$ cat src/rtl/uart_rx_fifo_pkg.sv
// Shared constants for the UART receiver: register map, parity modes,
// receive FSM encoding and register bit positions.
package uart_pkg;

  localparam logic [1:0] REG_DATA   = 2'd0;
  localparam logic [1:0] REG_STATUS = 2'd1;
  localparam logic [1:0] REG_DIV    = 2'd2;

  localparam int PARITY_NONE = 0;
  localparam int PARITY_EVEN = 1;
  localparam int PARITY_ODD  = 2;

  typedef enum logic [2:0] {
    RX_IDLE,
    RX_START,
    RX_DATA,
    RX_PARITY,
    RX_STOP
  } rx_state_e;

  localparam int DATA_EMPTY_BIT = 8;
  localparam int DATA_FE_BIT    = 9;
  localparam int DATA_PE_BIT    = 10;
  localparam int STAT_FULL_BIT  = 9;
  localparam int STAT_OVR_BIT   = 10;

  localparam logic [15:0] MIN_DIV = 16'd4;

  function automatic logic [15:0] clamp_div(input logic [15:0] v);
    return (v < MIN_DIV) ? MIN_DIV : v;
  endfunction

endpackage

$ cat src/rtl/sync_fifo.sv
// Synchronous FIFO with fill count; a pop on empty is ignored and a push on
// full succeeds only when a pop frees a slot in the same cycle.
module sync_fifo #(
  parameter int WIDTH = 10,
  parameter int DEPTH = 16,
  localparam int AW = $clog2(DEPTH),
  localparam int CW = AW + 1
) (
  input  logic             clk_i,
  input  logic             rst_ni,
  input  logic             push_i,
  input  logic [WIDTH-1:0] wdata_i,
  input  logic             pop_i,
  output logic [WIDTH-1:0] rdata_o,
  output logic             full_o,
  output logic             empty_o,
  output logic [CW-1:0]    count_o,
  output logic             overrun_o
);

  logic [WIDTH-1:0] mem_q [DEPTH];
  logic [AW-1:0]    wr_ptr_q, wr_ptr_d;
  logic [AW-1:0]    rd_ptr_q, rd_ptr_d;
  logic [CW-1:0]    count_q, count_d;
  logic             do_push, do_pop;

  assign empty_o   = (count_q == '0);
  assign full_o    = (count_q == CW'(DEPTH));
  assign count_o   = count_q;
  assign rdata_o   = mem_q[rd_ptr_q];
  assign do_pop    = pop_i & ~empty_o;
  assign do_push   = push_i & (~full_o | do_pop);
  assign overrun_o = push_i & ~do_push;

  always_comb begin
    wr_ptr_d = wr_ptr_q + AW'(do_push);
    rd_ptr_d = rd_ptr_q + AW'(do_pop);
    count_d  = count_q + CW'(do_push) - CW'(do_pop);
  end

  always_ff @(posedge clk_i) begin
    if (!rst_ni) begin
      wr_ptr_q <= '0;
      rd_ptr_q <= '0;
      count_q  <= '0;
    end else begin
      wr_ptr_q <= wr_ptr_d;
      rd_ptr_q <= rd_ptr_d;
      count_q  <= count_d;
    end
  end

  always_ff @(posedge clk_i) begin
    if (do_push) mem_q[wr_ptr_q] <= wdata_i;
  end

endmodule

$ cat src/rtl/uart_rx_fifo.sv
// UART receiver on the PicoRV32 native bus: runtime baud divider, mid-bit
// sampling, optional parity, and a receive FIFO with per-character error flags.
import uart_pkg::*;

module uart_rx_fifo #(
  parameter int DEFAULT_DIV = 434,
  parameter int DATA_BITS   = 8,
  parameter int PARITY      = 0,
  parameter int FIFO_DEPTH  = 16
) (
  input  logic        clk,
  input  logic        resetn,
  input  logic        enable,
  input  logic        mem_valid,
  output logic        mem_ready,
  input  logic        mem_instr,
  input  logic [3:0]  mem_wstrb,
  input  logic [31:0] mem_wdata,
  input  logic [31:0] mem_addr,
  output logic [31:0] mem_rdata,
  input  logic        serial_in,
  output logic        rx_irq
);

  localparam int FW = DATA_BITS + 2;
  localparam int CW = $clog2(FIFO_DEPTH) + 1;

  // Synchroniser resets low so a line already low out of reset is not
  // mistaken for a start edge; a real 1->0 transition is required.
  logic [1:0]  sync_q;
  logic        rx_s, rx_prev_q;

  rx_state_e   state_q, state_d;
  logic [15:0] timer_q, timer_d;
  logic [15:0] divl_q, divl_d;
  logic [3:0]  bitcnt_q, bitcnt_d;
  logic [DATA_BITS-1:0] shreg_q, shreg_d;
  logic        pe_q, pe_d, fe_q, fe_d;
  logic        push_q, push_d;

  logic [15:0] div_q, div_d;
  logic        ovr_q, ovr_d;
  logic        ready_q, irq_q;

  logic          acc, wr, rd;
  logic [1:0]    reg_sel;
  logic          fifo_pop, fifo_full, fifo_empty, fifo_ovr;
  logic [FW-1:0] fifo_head;
  logic [CW-1:0] fifo_count;
  logic [31:0]   data_w, stat_w, rdata_w;
  logic          unused_bits;

  assign rx_s        = sync_q[1];
  assign unused_bits = ^{mem_instr, mem_addr[31:4], mem_addr[1:0], mem_wdata[31:16]};

  assign reg_sel  = mem_addr[3:2];
  assign acc      = ready_q & mem_valid & enable;
  assign wr       = acc & (|mem_wstrb);
  assign rd       = acc & ~(|mem_wstrb);
  assign fifo_pop = rd & (reg_sel == REG_DATA);

  sync_fifo #(.WIDTH(FW), .DEPTH(FIFO_DEPTH)) u_fifo (
    .clk_i     (clk),
    .rst_ni    (resetn),
    .push_i    (push_q),
    .wdata_i   ({pe_q, fe_q, shreg_q}),
    .pop_i     (fifo_pop),
    .rdata_o   (fifo_head),
    .full_o    (fifo_full),
    .empty_o   (fifo_empty),
    .count_o   (fifo_count),
    .overrun_o (fifo_ovr)
  );

  always_comb begin
    state_d  = state_q;
    timer_d  = timer_q + 16'd1;
    divl_d   = divl_q;
    bitcnt_d = bitcnt_q;
    shreg_d  = shreg_q;
    pe_d     = pe_q;
    fe_d     = fe_q;
    push_d   = 1'b0;
    unique case (state_q)
      RX_IDLE: begin
        timer_d = '0;
        if (rx_prev_q && !rx_s) begin
          divl_d  = div_q;
          pe_d    = 1'b0;
          state_d = RX_START;
        end
      end
      RX_START: begin
        if (timer_q == (divl_q >> 1)) begin
          if (rx_s) begin
            state_d = RX_IDLE;
          end else begin
            timer_d  = '0;
            bitcnt_d = '0;
            state_d  = RX_DATA;
          end
        end
      end
      RX_DATA: begin
        if (timer_q == divl_q - 16'd1) begin
          timer_d  = '0;
          shreg_d  = {rx_s, shreg_q[DATA_BITS-1:1]};
          bitcnt_d = bitcnt_q + 4'd1;
          if (bitcnt_q == 4'(DATA_BITS - 1))
            state_d = (PARITY != PARITY_NONE) ? RX_PARITY : RX_STOP;
        end
      end
      RX_PARITY: begin
        if (timer_q == divl_q - 16'd1) begin
          timer_d = '0;
          // Odd mode flips the sense: an odd total of ones is correct.
          pe_d    = ^{shreg_q, rx_s, (PARITY == PARITY_ODD)};
          state_d = RX_STOP;
        end
      end
      RX_STOP: begin
        if (timer_q == divl_q - 16'd1) begin
          fe_d    = ~rx_s;
          push_d  = 1'b1;
          state_d = RX_IDLE;
        end
      end
      default: state_d = RX_IDLE;
    endcase
  end

  always_comb begin
    div_d = div_q;
    if (wr && reg_sel == REG_DIV) div_d = clamp_div(mem_wdata[15:0]);
    ovr_d = ovr_q;
    if (wr && reg_sel == REG_STATUS && mem_wdata[STAT_OVR_BIT]) ovr_d = 1'b0;
    if (fifo_ovr) ovr_d = 1'b1;
  end

  always_ff @(posedge clk) begin
    if (!resetn) begin
      sync_q    <= '0;
      rx_prev_q <= 1'b0;
      state_q   <= RX_IDLE;
      timer_q   <= '0;
      divl_q    <= 16'(DEFAULT_DIV);
      bitcnt_q  <= '0;
      shreg_q   <= '0;
      pe_q      <= 1'b0;
      fe_q      <= 1'b0;
      push_q    <= 1'b0;
      div_q     <= 16'(DEFAULT_DIV);
      ovr_q     <= 1'b0;
      ready_q   <= 1'b0;
      irq_q     <= 1'b0;
    end else begin
      sync_q    <= {sync_q[0], serial_in};
      rx_prev_q <= rx_s;
      state_q   <= state_d;
      timer_q   <= timer_d;
      divl_q    <= divl_d;
      bitcnt_q  <= bitcnt_d;
      shreg_q   <= shreg_d;
      pe_q      <= pe_d;
      fe_q      <= fe_d;
      push_q    <= push_d;
      div_q     <= div_d;
      ovr_q     <= ovr_d;
      ready_q   <= mem_valid & enable & ~ready_q;
      irq_q     <= ~fifo_empty | ovr_q;
    end
  end

  always_comb begin
    data_w = '0;
    stat_w = '0;
    if (fifo_empty) begin
      data_w[DATA_EMPTY_BIT] = 1'b1;
    end else begin
      data_w[DATA_BITS-1:0] = fifo_head[DATA_BITS-1:0];
      data_w[DATA_FE_BIT]   = fifo_head[DATA_BITS];
      data_w[DATA_PE_BIT]   = fifo_head[DATA_BITS+1];
    end
    stat_w[CW-1:0]        = fifo_count;
    stat_w[STAT_FULL_BIT] = fifo_full;
    stat_w[STAT_OVR_BIT]  = ovr_q;
    unique case (reg_sel)
      REG_DATA:   rdata_w = data_w;
      REG_STATUS: rdata_w = stat_w;
      REG_DIV:    rdata_w = {16'd0, div_q};
      default:    rdata_w = '0;
    endcase
  end

  assign mem_rdata = enable ? rdata_w : 32'd0;
  assign mem_ready = ready_q;
  assign rx_irq    = irq_q;

endmodule

$ cat config.mk
export PLATFORM = sky130hd
export DESIGN_NAME = uart_rx_fifo
export DESIGN_NICKNAME = d
export VERILOG_FILES = /design/src/rtl/uart_rx_fifo_pkg.sv /design/src/rtl/sync_fifo.sv /design/src/rtl/uart_rx_fifo.sv
export SDC_FILE = /design/constraint.sdc
export NUM_CORES = 1
export LEC_CHECK = 0
export CORE_MARGIN = 3
export CORE_UTILIZATION = 55
export CTS_CLUSTER_SIZE = 24
export DETAILED_ROUTE_END_ITERATION = 10
export HOLD_SLACK_MARGIN = 0.08
export PLACE_DENSITY_LB_ADDON = 0.15
export REMOVE_ABC_BUFFERS = 1
export SKIP_CTS_REPAIR_TIMING = 1
export SLEW_MARGIN = 20
export SYNTH_ARGS = -nofsm -noshare
export SYNTH_HDL_FRONTEND = slang
export SYNTH_SLANG_ARGS = --single-unit
$ cat constraint.sdc
create_clock -name clk -period 4.58 [get_ports clk]
set_clock_uncertainty 0.05 [all_clocks]
set_input_delay 0.687 -clock clk [delete_from_list [all_inputs] [get_ports clk]]
set_output_delay 0.687 -clock clk [all_outputs]
set_load 0.01 [all_outputs]
* Yosys cells after proc, flatten, opt, wreduce, memory -nomap -nowiden
Memories as Yosys holds them, arrays and structs flattened. A register that Yosys moved wholly into a read port is not among the register bits.
Cells that the tools add are included.
** Operators by class
- Add/sub/neg operators :: 7
- Order comparisons :: 1
- Equal/unequal tests :: 17
- Multiplexer cells :: 31
- Bitwise gates (word level) :: 18
- Reductions and logical operators :: 21
** Operators by type and width (number)
- $pmux W16 S3 :: 2
- $mux W16 :: 4
- $mux W32 :: 1
- $mux W3 :: 6
- $add A16 B1 Y16 const B :: 1
- $eq A16 B15 Y1 :: 1
- $eq A16 B16 Y1 :: 1
- $lt A16 B3 Y1 const B :: 1
- $mux W4 :: 4
- $sub A16 B1 Y16 const B :: 1
- $pmux W3 S5 :: 1
- $ne A2 B2 Y1 const B :: 7
- $and A1 B1 Y1 :: 10
- $reduce_xor A10 Y1 :: 1
- $add A4 B1 Y4 :: 2
- $mux W1 :: 8
- $mux W8 :: 1
- $pmux W4 S2 :: 1
- $reduce_and A2 Y1 :: 4
- $eq A3 B2 Y1 const B :: 2
- $not A1 Y1 :: 6
- $reduce_and A6 Y1 :: 1
- $reduce_bool A2 Y1 :: 3
- $add A5 B1 Y5 :: 1
- other kinds (20) :: 25
** Storage, ports and cells
- Bits in registers :: 85
- RAM bits :: 160
- Output and inout bits :: 34
- Logic and storage cells :: 113
- Memories kept :: 1
** Memory list
- u_fifo.mem_q :: depth 16, bits a word 10, read ports 1, clocked after Yosys merged registers in 1, write ports 1, RTL line sync_fifo.sv:21 : logic [WIDTH-1:0] mem_q [DEPTH];

* Longest topological paths before layout
- Depth after elaboration :: 10
- Mapped depth :: 15
- Mapped depth without buffers :: 15

* Cells and area by module
A second synthesis with hierarchy kept.
** Unflattened totals
- Cell total of the unflattened synthesis :: 895
- Area total of the unflattened synthesis :: 11140.7 µm²
** Modules (own cells, without submodules)
- sync_fifo :: instances 1, cells each 343, area an instance 6879.1 µm²
- uart_rx_fifo :: instances 1, cells each 552, area an instance 4261.6 µm²

* Least setup slack after synthesis
Ideal clock, no wire load.
- Kind :: in2reg
- From :: in mem_addr[3]
- To :: mem u_fifo.mem_q[0][0] (enable)
- Setup time :: 0.390 ns
- Arrival :: 3.152 ns
- Data required time :: 4.140 ns
- Setup slack :: 0.988 ns
- Stages on the path :: 7
- Path buffers :: 1
- Path through :: clkbuf_1 -> nor3_1 -> and3_1 -> nor2_1 -> nor2b_1 -> or3b_2 -> nor3_1
** Between the ends
- Cells in the longest elaborated chain, start to end :: 7
** RTL lines
- from (decl) :: RTL line uart_rx_fifo.sv:19 : input logic [31:0] mem_addr,
- $logic_not A2 Y1 :: RTL line uart_rx_fifo.sv:60 : assign fifo_pop = rd & (reg_sel == REG_DATA);
- $and A1 B1 Y1 :: RTL line uart_rx_fifo.sv:60
- $and A1 B1 Y1 :: RTL line sync_fifo.sv:31 : assign do_pop = pop_i & ~empty_o;
- $or A1 B1 Y1 :: RTL line sync_fifo.sv:32 : assign do_push = push_i & (~full_o | do_pop);
- $and A1 B1 Y1 :: RTL line sync_fifo.sv:32
- $mux W1 :: RTL line sync_fifo.sv:54 : if (do_push) mem_q[wr_ptr_q] <= wdata_i;
- $mux W1 (not written as such) :: RTL line sync_fifo.sv:54
- to (decl) :: RTL line sync_fifo.sv:21
No other way between the ends.

==> metrics.cfg <==
[placed_design]
dp_hpwl_um = 16040
place_congestion = 0.9382
dp.cells = 1093
port_buffers = 44

[timing]
hold_ws_ps = 384.3
tightest_slew_ps = 865.8
finalCritPeriodShare_pct = 92.06
relSlewSlack_pct = 42.20
hold_viol_final = 0
final.setup.tns_ps = 0
slew_viol_final = 0
rsz0062_at_grt = no
setup_violations = 0
fmax_mhz = 237.2
fin_crit_ps = 4216

[global_route]
grt.total_usage_pct = 22.15
use_met1_pct = 30.41
met2_usage_pct = 36.29
overflow = 0
grt_first_pass_wirelength_um = 37550
busiest_layer = met2
grt_pass1_vias = 6793
grt_use_met3_pct = 4.298
antenna_found_initial = 0
grt_start_max_net_pins = 41

[drt]
ant_nets = 0
drt-initial-drc-count = 451
avgRoutedWirePerCell_um = 20.71
totalWireLength_um = 23580
drcViolationCount = 0
vias_per_cell = 5.956
drtPass1Iterations = 7
dr_total_vias = 6784

[logic_synthesis]
async_reset_ff_share_pct = 0
syn_inst = 811
synth_top_family_by_area = simple AND/OR/NAND/NOR gates
synth_top_area_share_pct = 44.67
synth_area_um2 = 10760
yosys.area.top_type = edfxtp_1
ys.warnings.count = 0
synth.mux.area_fraction_pct = 11.31
synth_simple_gate_area_share_pct = 12.09
yosysSeqAreaShare_pct = 60.49
yosys.area_share.adder_pct = 1.698
synth_edf_count = 160
ys_seq_elements = 245
synth_cell_type_count = 63
syn_avg_cell_area_um2 = 13.26
ys.flop_type = edfxtp_1
synth_compound_area_share_pct = 5.700
yosys.area_share.xor_xnor_pct = 4.805
synthTopCellsByArea = edfxtp_1, dfxtp_1, mux4_2

[worst_hold_path]
hold_depth = 1
timing.hold.worst_endpoint = sync_q[1]$_SDFF_PN0_
hp-start = sync_q[0]$_SDFF_PN0_
min_path_type = reg -> reg

[worst_setup_path]
worstPathMaxFanout = 32
required_ps = 3840
r2r-start = u_fifo.count_o[2]$_SDFF_PN0_
crit_type = reg -> out
crit_path_start_kind = flop
r2r_end = u_fifo.mem_q[8][4]$_DFFE_PP_
arrival_ps = 3480
crit_family = multiplexers
crit_buf_inv = 2
cp_cell_sequence = buf_12 -> mux4_2 -> mux4_2 -> a222oi_1 -> nor2b_1 -> clkdlybuf4s50_1
cp-end-kind = output port
cpMaxStageDelayCell = dfxtp_2
path_common_cell = mux4_2
regToRegSetupSlack_ps = 1090
ff2ff_path_depth = 13
max_stage_delay_ps = 570

[cells_and_area]
fill_cells = 1358
final_nets = 948
final_cells = 1139
drive_gt1_share_pct = 14.45
diodes = 0
area_growth_pct = 13.75
fin_util_pct = 64.54

[floorplanning]
start_util_pct = 56.74
dieHeight_um = 145.8
die_x_um = 145.8
num_rows = 50
ios = 108
dieArea_um2 = 21270
core-area_um2 = 18960

[run_status]
status = complete, no violations

[clock_tree]
insertion_delay_ps = 520
cts_buffers = 25
cts_tree = yes
cts_root_buf = clkbuf_16
cts.path.max_buffers = 3
cts.sink_count = 245
cts_htree_levels = 1
clk_pin_slew_ps = 60

[power]
leakage_nw = 4.412
power.density_nw_per_um2 = 352.5
peakVddDrop_mv = 0.4080

[flow_run]
drv_cap = 0

==> worst max-delay path by stage <==
| stage | startpoint | to | slack [ps] | cells past startpoint |
|---|---|---|---|---|
| 3_3_place_gp | mem_addr[3] | u_fifo.mem_q[12][9]$_DFFE_PP_ | 720 | 10 |
| 5_1_grt | u_fifo.rd_ptr_q[0]$_SDFF_PN0_ | mem_rdata[4] | 140 | 6 |
| 6_report | u_fifo.rd_ptr_q[0]$_SDFF_PN0_ | mem_rdata[0] | 360 | 6 |
| 4_1_cts | u_fifo.rd_ptr_q[0]$_SDFF_PN0_ | mem_rdata[0] | 330 | 6 |
| 3_5_place_dp | mem_addr[3] | u_fifo.mem_q[8][1]$_DFFE_PP_ | 720 | 10 |
| 2_1_floorplan | u_fifo.rd_ptr_q[0]$_SDFF_PN0_ | mem_rdata[0] | 540 | 4 |
==> cell families (layout without fill, tap and decap cells) <==
kind of cell | Yosys count | count (layout)
buffers and inverters | 86 | 139
muxes | 59 | 59
adders and majority gates | 14 | 14
and+or+nand+nor | 258 | 258
AOI/OAI and AO/OA | 89 | 89
other | 1 | 16
DFF | 245 | 245
xor gates and xnor gates | 59 | 59
==> stage by stage <==
| stage | cell area (µm²) | power [mW] | setup WS (ps) |
|---|---|---|---|
| 2_1_floorplan | 10470 | 2.418 | 541.2 |
| 3_3_place_gp | 11470 | 2.468 | 723.9 |
| 3_5_place_dp | 11470 | 2.469 | 721.3 |
| 4_1_cts | 12230 | 4.336 | 326.3 |
| 5_1_grt | 12230 | 4.443 | 135.9 |
| 6_report | 12230 | 4.313 | 363.6 |
==> registers in the layout, indices dropped and copies added (netlist names) <==
signal,count
rx_irq,1
timer_q,16
push_q,1
u_fifo.count_o,5
bitcnt_q,4
div_q,16
u_fifo.wr_ptr_q,4
divl_q,16
u_fifo.mem_q,160
fe_q,1
u_fifo.rd_ptr_q,4
mem_ready,1
pe_q,1
shreg_q,8
ovr_q,1
sync_q,2
rx_prev_q,1
state_q,3
==> where the power goes <==
part | internal [mW] | total [mW] | switching [mW]
registers | 2.33 | 2.34 | 0.00627
clock network | 1.09 | 1.89 | 0.801
logic | 0.0390 | 0.0882 | 0.0492
total | 3.46 | 4.31 | 0.856
==> cells in the mapped netlist, types with 2 or more instances <==
cell / n
mux2i_1: 9
xor2_1: 32
and3_1: 18
o31ai_1: 3
edfxtp_1: 160
buf_6: 2
o211ai_1: 7
and4_1: 2
buf_2: 7
nor4_1: 10
a21oi_1: 36
nand4_1: 9
clkbuf_1: 31
buf_1: 7
o21ba_2: 2
dfxtp_1: 85
or3_1: 2
a211oi_1: 3
a222oi_1: 6
or4_1: 4
xnor2_1: 27
buf_4: 18
a22oi_1: 5
clkbuf_2: 2
nor2b_1: 10
o21a_1: 2
inv_1: 18
o2111ai_1: 2
nand2b_1: 3
o21ai_0: 6
nor2_1: 47
nand3b_1: 3
ha_1: 13
nand2_1: 79
nor3_1: 27
a31oi_1: 3
a21o_1: 2
nand3_1: 29
mux4_2: 50
and2_1: 7
==> worst reg2reg max path, stage by stage (launching register included) <==
cell	delay, ps
dfxtp_1	390
inv_1	90
ha_1	230
nor4b_1	150
buf_4	170
nor3_1	130
buf_4	170
and3_1	220
nor2_1	80
nor2b_1	190
buf_4	190
or3b_2	500
nor2_1	340
buf_4	270
==> cell usage in the layout, fill, tap and decap left out, types with 7 or more instances in the layout <==
cell type / instances
and2_1: 7
nand3_1: 29
a21oi_1: 36
nor4_1: 10
nand2_1: 79
dfxtp_1: 84
xnor2_1: 27
xor2_1: 32
and3_1: 18
buf_4: 29
o211ai_1: 7
edfxtp_1: 160
nor2b_1: 10
nand4_1: 9
clkbuf_16: 25
inv_1: 18
nor3_1: 27
conb_1: 16
nor2_1: 47
mux4_2: 50
ha_1: 13
mux2i_1: 9
clkdlybuf4s50_1: 44
==> routing by layer <==
layer  wire length [µm]  up-vias  part of all wire [%]
met1               9986     3348                    42
met5                  0        -                     0
met4                728        0                   3.1
met3               1671       55                   7.1
li1                   -     3100                     -
met2              11200      281                    47
==> final cells by class <==
| cell class | instances | area, µm² | share of cell area, % |
|---|---|---|---|
| Clock buffer | 32 | 671.9 | 5.492 |
| Clock inverter | 14 | 91.34 | 0.7466 |
| Inverter | 19 | 71.32 | 0.5829 |
| Multi-Input combinational cell | 495 | 3889 | 31.79 |
| Sequential cell | 245 | 6507 | 53.19 |
| Tap cell | 260 | 325.3 | 2.659 |
| Timing Repair Buffer | 74 | 678.2 | 5.543 |
Power figures use the tool's default switching activity.
